===== src/rtl/npc_axi_pkg.sv =====
// Shared types and constants for the AXI4-Lite memory arbiter.
package npc_axi_pkg;

  typedef enum logic [1:0] {
    IDLE  = 2'd0,
    IFU_R = 2'd1,
    LSU_R = 2'd2,
    LSU_W = 2'd3
  } arb_state_t;

  localparam logic [1:0] RESP_OKAY   = 2'b00;
  localparam logic [1:0] RESP_SLVERR = 2'b10;
  localparam logic [1:0] RESP_DECERR = 2'b11;

  // One-hot grant vector layout
  localparam int unsigned GNT_W     = 3;
  localparam int unsigned GNT_IFU_R = 0;
  localparam int unsigned GNT_LSU_R = 1;
  localparam int unsigned GNT_LSU_W = 2;

  localparam logic OWNER_IFU = 1'b0;
  localparam logic OWNER_LSU = 1'b1;

endpackage


===== src/rtl/axil_arb_pick.sv =====
// Combinational grant selector for the memory arbiter.
// AXIL_ARB_ROUND_ROBIN_EN selects alternating IFU/LSU fairness instead of fixed LSU priority.
module axil_arb_pick
  import npc_axi_pkg::*;
(
  input  logic             ifu_req,
  input  logic             lsu_rreq,
  input  logic             lsu_wreq,
  input  logic             last_owner,
  output logic [GNT_W-1:0] grant
);

  logic lsu_req;
  logic lsu_first;

  assign lsu_req = lsu_rreq | lsu_wreq;

`ifdef AXIL_ARB_ROUND_ROBIN_EN
  // On contention the master that was not granted last goes first
  assign lsu_first = !ifu_req || (last_owner == OWNER_IFU);
`else
  logic unused_last_owner;
  assign unused_last_owner = last_owner;
  assign lsu_first         = 1'b1;
`endif

  // Within the LSU, a write always beats a read
  always_comb begin
    grant = '0;
    if (lsu_req && lsu_first) begin
      if (lsu_wreq) grant[GNT_LSU_W] = 1'b1;
      else          grant[GNT_LSU_R] = 1'b1;
    end else if (ifu_req) begin
      grant[GNT_IFU_R] = 1'b1;
    end
  end

endmodule


===== src/rtl/axil_mem_arbiter.sv =====
// 2:1 AXI4-Lite arbiter: fetch (read-only) and load/store masters onto one slave, one transaction at a time.
// Define AXIL_ARB_ROUND_ROBIN_EN for IFU/LSU fairness; default is fixed LSU-over-IFU priority.
module axil_mem_arbiter
  import npc_axi_pkg::*;
#(
  parameter int unsigned ADDR_W = 32,
  parameter int unsigned DATA_W = 32
) (
  input  logic                clk,
  input  logic                rst,
  // fetch read
  input  logic [ADDR_W-1:0]   ifu_araddr,
  input  logic                ifu_arvalid,
  output logic                ifu_arready,
  output logic [DATA_W-1:0]   ifu_rdata,
  output logic [1:0]          ifu_rresp,
  output logic                ifu_rvalid,
  input  logic                ifu_rready,
  // load/store read
  input  logic [ADDR_W-1:0]   lsu_araddr,
  input  logic                lsu_arvalid,
  output logic                lsu_arready,
  output logic [DATA_W-1:0]   lsu_rdata,
  output logic [1:0]          lsu_rresp,
  output logic                lsu_rvalid,
  input  logic                lsu_rready,
  // load/store write
  input  logic [ADDR_W-1:0]   lsu_awaddr,
  input  logic                lsu_awvalid,
  output logic                lsu_awready,
  input  logic [DATA_W-1:0]   lsu_wdata,
  input  logic [DATA_W/8-1:0] lsu_wstrb,
  input  logic                lsu_wvalid,
  output logic                lsu_wready,
  output logic [1:0]          lsu_bresp,
  output logic                lsu_bvalid,
  input  logic                lsu_bready,
  // slave side
  output logic [ADDR_W-1:0]   m_araddr,
  output logic                m_arvalid,
  input  logic                m_arready,
  input  logic [DATA_W-1:0]   m_rdata,
  input  logic [1:0]          m_rresp,
  input  logic                m_rvalid,
  output logic                m_rready,
  output logic [ADDR_W-1:0]   m_awaddr,
  output logic                m_awvalid,
  input  logic                m_awready,
  output logic [DATA_W-1:0]   m_wdata,
  output logic [DATA_W/8-1:0] m_wstrb,
  output logic                m_wvalid,
  input  logic                m_wready,
  input  logic [1:0]          m_bresp,
  input  logic                m_bvalid,
  output logic                m_bready
);

  localparam int unsigned STRB_W = DATA_W / 8;

  arb_state_t       state;
  logic             ar_done;
  logic             aw_done;
  logic             w_done;
  logic             last_owner;
  logic [GNT_W-1:0] grant;

  axil_arb_pick u_pick (
    .ifu_req    (ifu_arvalid),
    .lsu_rreq   (lsu_arvalid),
    .lsu_wreq   (lsu_awvalid | lsu_wvalid),
    .last_owner (last_owner),
    .grant      (grant)
  );

  // Ownership FSM plus per-transaction handshake tracking
  always_ff @(posedge clk or negedge rst) begin
    if (!rst) begin
      state      <= IDLE;
      ar_done    <= 1'b0;
      aw_done    <= 1'b0;
      w_done     <= 1'b0;
      last_owner <= OWNER_IFU;
    end else begin
      case (state)
        IDLE: begin
          ar_done <= 1'b0;
          aw_done <= 1'b0;
          w_done  <= 1'b0;
          if (grant[GNT_LSU_W]) begin
            state      <= LSU_W;
            last_owner <= OWNER_LSU;
          end else if (grant[GNT_LSU_R]) begin
            state      <= LSU_R;
            last_owner <= OWNER_LSU;
          end else if (grant[GNT_IFU_R]) begin
            state      <= IFU_R;
            last_owner <= OWNER_IFU;
          end
        end
        IFU_R, LSU_R: begin
          if (m_arvalid && m_arready) ar_done <= 1'b1;
          if (m_rvalid && m_rready)   state   <= IDLE;
        end
        LSU_W: begin
          if (m_awvalid && m_awready) aw_done <= 1'b1;
          if (m_wvalid && m_wready)   w_done  <= 1'b1;
          if (m_bvalid && m_bready)   state   <= IDLE;
        end
        default: state <= IDLE;
      endcase
    end
  end

  // Owner's channels are wired straight through; everyone else sees idle handshakes
  always_comb begin
    m_araddr    = '0;
    m_arvalid   = 1'b0;
    m_rready    = 1'b0;
    m_awaddr    = '0;
    m_awvalid   = 1'b0;
    m_wdata     = '0;
    m_wstrb     = STRB_W'(0);
    m_wvalid    = 1'b0;
    m_bready    = 1'b0;
    ifu_arready = 1'b0;
    ifu_rdata   = '0;
    ifu_rresp   = RESP_OKAY;
    ifu_rvalid  = 1'b0;
    lsu_arready = 1'b0;
    lsu_rdata   = '0;
    lsu_rresp   = RESP_OKAY;
    lsu_rvalid  = 1'b0;
    lsu_awready = 1'b0;
    lsu_wready  = 1'b0;
    lsu_bresp   = RESP_OKAY;
    lsu_bvalid  = 1'b0;
    case (state)
      IFU_R: begin
        m_araddr    = ifu_araddr;
        m_arvalid   = ifu_arvalid & ~ar_done;
        ifu_arready = m_arready & ~ar_done;
        ifu_rdata   = m_rdata;
        ifu_rresp   = m_rresp;
        ifu_rvalid  = m_rvalid;
        m_rready    = ifu_rready;
      end
      LSU_R: begin
        m_araddr    = lsu_araddr;
        m_arvalid   = lsu_arvalid & ~ar_done;
        lsu_arready = m_arready & ~ar_done;
        lsu_rdata   = m_rdata;
        lsu_rresp   = m_rresp;
        lsu_rvalid  = m_rvalid;
        m_rready    = lsu_rready;
      end
      LSU_W: begin
        // B is only exposed once both AW and W have been accepted
        m_awaddr    = lsu_awaddr;
        m_awvalid   = lsu_awvalid & ~aw_done;
        lsu_awready = m_awready & ~aw_done;
        m_wdata     = lsu_wdata;
        m_wstrb     = lsu_wstrb;
        m_wvalid    = lsu_wvalid & ~w_done;
        lsu_wready  = m_wready & ~w_done;
        lsu_bresp   = m_bresp;
        lsu_bvalid  = m_bvalid & aw_done & w_done;
        m_bready    = lsu_bready & aw_done & w_done;
      end
      default: ;
    endcase
  end

endmodule


===== config.mk =====
export PLATFORM = sky130hd
export DESIGN_NAME = axil_mem_arbiter
export DESIGN_NICKNAME = d
export VERILOG_FILES = /design/src/rtl/npc_axi_pkg.sv /design/src/rtl/axil_arb_pick.sv /design/src/rtl/axil_mem_arbiter.sv
export SDC_FILE = /design/constraint.sdc
export NUM_CORES = 1
export LEC_CHECK = 0
export ABC_AREA = 1
export CAP_MARGIN = 15
export CORE_AREA = 2 2 141 143
export CTS_CLUSTER_DIAMETER = 80
export DETAILED_ROUTE_END_ITERATION = 7
export DIE_AREA = 0 0 143 145
export DONT_BUFFER_PORTS = 1
export GPL_ROUTABILITY_DRIVEN = 0
export PLACE_DENSITY = 0.3
export SETUP_SLACK_MARGIN = 0.02
export SKIP_LAST_GASP = 1
export SLEW_MARGIN = 20
export SYNTH_ARGS = -nofsm -noshare
export SYNTH_HDL_FRONTEND = slang
export SYNTH_SLANG_ARGS = --single-unit

===== constraint.sdc =====
create_clock -name clk -period 3 [get_ports clk]
set_input_delay 0.3 -clock clk [delete_from_list [all_inputs] [get_ports clk]]
set_output_delay 0.3 -clock clk [all_outputs]
set_load 0.01 [all_outputs]

==> flow_metrics.py <==
metrics = {
    "power": {
        "total_power_w": 0.00196,
        "power_leakage_nw": 1.89,
        "powerDensity_mw_per_mm2": 821,
        "ir_drop_v": 0.000305,
    },
    "logic_synthesis": {
        "synth_top_family_by_area": "simple AND/OR/NAND/NOR gates",
        "syn_nets": 657,
        "yosys.area_share.adder_pct": 3.63,
        "syn_inst": 469,
        "synth_seq_cells": 5,
        "post-synth-top-area-cell": "nand2_1",
        "ys_types": 21,
        "yosys.area_share.simple_pct": 45.1,
        "syn_area_per_cell_sq_um": 4.41,
        "synth_top_area_share_pct": 39.6,
        "synth_flop_cell": "dfrtp_1",
        "yosysWarnings": 0,
        "synth_compound_area_share_pct": 9.87,
        "yosysSeqAreaShare_pct": 6.05,
        "synth_edf_count": 0,
        "yosys.cell_count.top_type": "nand2_1",
        "synthMuxAreaShare_pct": 0,
        "synthTopCellsByArea": "nand2_1, inv_1, a21oi_1, dfrtp_1, buf_2",
        "syn-cell-area_sq_mm": 0.00207,
        "async_flop_share_pct": 100,
        "synth-xor-area-share_pct": 0,
        "synth_common_cells": "nand2_1, inv_1, a21oi_1",
    },
    "floorplan": {
        "pin_count": 364,
        "die_y_um": 145,
        "coreArea_sq_mm": 0.0192,
        "floorplan.die.width_um": 143,
        "rows": 51,
        "initial_core_util_pct": 10.8,
        "die_area_sq_mm": 0.0207,
    },
    "sta": {
        "skew_ns": 0.00140,
        "setup_tns_ns": 0,
        "finalSetupViolCount": 0,
        "max_slew.worst_pin.slew_ns": 0.999,
        "fin_crit_sh_pct": 78.5,
        "period_minus_slack_ns": 2.36,
        "drv_slew": 0,
        "relSlewSlack_pct": 33.3,
        "rsz0062_at_grt": "no",
        "hold_violations": 0,
        "max_freq_ghz": 0.425,
    },
    "setup_path": {
        "path_max_fanout": 33,
        "slowest_delay_ns": 0.74,
        "worst_setup_path_end_kind": "output port",
        "worst-setup-path-type": "reg2out",
        "start_kind": "flop",
        "cp.arrival_ns": 2.06,
        "cp_cell_sequence": "inv_1 > ha_1 > inv_1 > a21oi_1",
        "crit_required_ns": 2.70,
        "crit_top_cell": "inv_1",
        "cp_slowest_cell": "inv_1",
    },
    "clocking": {
        "root_buffer": "clkbuf_16",
        "clockBufferDepth": 2,
        "cts_buffers": 3,
        "cts_tree": "built",
        "clock_latency_ns": 0.23,
        "cts_max_level": 1,
        "clock_sinks": 5,
        "clkTransAtPathRegs_ns": 0.03,
        "cts_setup_buffers": 0,
    },
    "place": {
        "port-buffer-count": 0,
        "dpl.hpwl_um": 7380,
    },
    "route": {
        "vias_per_cell": 3.56,
        "drtPass1Iterations": 4,
        "drc": 0,
        "vias": 2553,
        "drtIter0Drc": 127,
        "routed_wl_um": 8410,
        "antenna_left": 0,
        "wire_per_inst_um": 11.7,
    },
    "cells_and_area": {
        "num-fill-cells": 2238,
        "n_antenna_cell": 0,
        "multi_input_area_sq_mm": 0.00122,
        "synthToLayoutAreaGrowth_pct": 15.6,
        "layout.nets": 642,
        "seq_area_sq_um": 125,
        "drive_above_1_share_pct": 4.19,
    },
    "global_route": {
        "grt_max_degree": 74,
        "antenna_found_initial": 0,
        "gr-total-overflow": 0,
        "grt_usage_pct": 6.82,
        "grt_pass1_wl_um": 11200,
        "first_global_vias": 2124,
    },
    "worst_hold_path": {
        "hold_class": "in2reg",
    },
    "outcome": {
        "outcome": "complete, no violations",
    },
    "flow_run": {
        "drv_cap": 0,
    },
}
## where the power goes
part | internal, W | leakage, nW | switching [W]
combinational | 0.000371 | 1.79 | 0.00125
sequential | 0.0000959 | 0.0652 | 0.0000279
clock | 0.000176 | 0.0382 | 0.0000446
## worst max-delay path, delay by kind of cell, from the launching register on
family,cells,cell delay (ns)
AOI/OAI and AO/OA,1,0.21
buffers and inverters,2,0.85
DFF,1,0.40
adders and majority gates,1,0.35
## stage by stage
stage | worst slack [ns] | util (%) | hold slack [ns] | std cells | cell area, sq um
2_1_floorplan | 1.45 | - | 0.00441 | 469 | 2070
6_report | 0.644 | 12.4 | 0.202 | 718 | 2390
3_5_place_dp | 0.876 | 12.0 | 0.00473 | 713 | 2300
5_1_grt | 0.508 | 12.4 | 0.211 | 718 | 2390
4_1_cts | 0.621 | 12.4 | 0.197 | 718 | 2390
3_3_place_gp | 0.890 | 12.0 | 0.00476 | 713 | 2300
## layout by cell type, fill, tap and decap left out, drive strengths merged
cell type	synthesis	routed
nor3	2	2
nor2	9	9
dlygate4sd3	0	1
dfrtp	5	5
clkbuf	0	4
ha	6	6
nand2	221	221
nor3b	1	1
a21oi	35	35
nor4	1	1
o21ai	5	5
buf	27	6
nand4	2	2
inv	152	152
nand3	3	3
## final cells by class
cell class	count	area share, %
Clock buffer	4	3.30
Inverter	152	23.9
Multi-Input combinational cell	285	50.9
Sequential cell	5	5.24
Tap cell	265	13.9
Timing Repair Buffer	7	2.83
## final timing paths
check                      depth (start not counted)                  from  slack (ns)              endpoint
max in group asynchronous                          1                   rst        2.43   aw_done$_DFFE_PN0P_
hold reg to reg                                    2  state[0]$_DFFE_PN0P_        0.55  state[0]$_DFFE_PN0P_
setup reg to reg                                   9  state[1]$_DFFE_PN0P_        0.99  state[0]$_DFFE_PN0P_
setup / recovery                                   4  state[0]$_DFFE_PN0P_        0.64          m_araddr[31]
hold / removal                                     2             m_arready        0.20   ar_done$_DFFE_PN0P_
min in group asynchronous                          1                   rst        0.37   ar_done$_DFFE_PN0P_
## routing by layer
layer	global-route usage [%]	up-vias	wire length [um]	share of wire, %
li1	-	1248	-	-
met1	6.80	1086	3020	36
met2	13.6	197	4540	54
met3	0.561	22	508	6.0
met4	3.61	0	341	4.1
met5	0	-	0	0
## flip-flops by register name, indices dropped and copies added (netlist names)
signal and cells:
ar_done 1, state 2, aw_done 1, w_done 1
## cell families (layout without fill, tap and decap cells)
| family | after synthesis | count (layout) |
|---|---|---|
| flip-flops | 5 | 5 |
| AND/OR/NAND/NOR | 239 | 239 |
| AO/OA/AOI/OAI | 40 | 40 |
| buffers and inverters | 179 | 163 |
| adder cells (fa/ha/maj) | 6 | 6 |
## timing repair
action | CTS | global route
endpoints found under the hold margin | 5 | 0
gates resized for setup | 0 | 0
hold buffers | 1 | 0
Power figures use the tool's default switching activity.
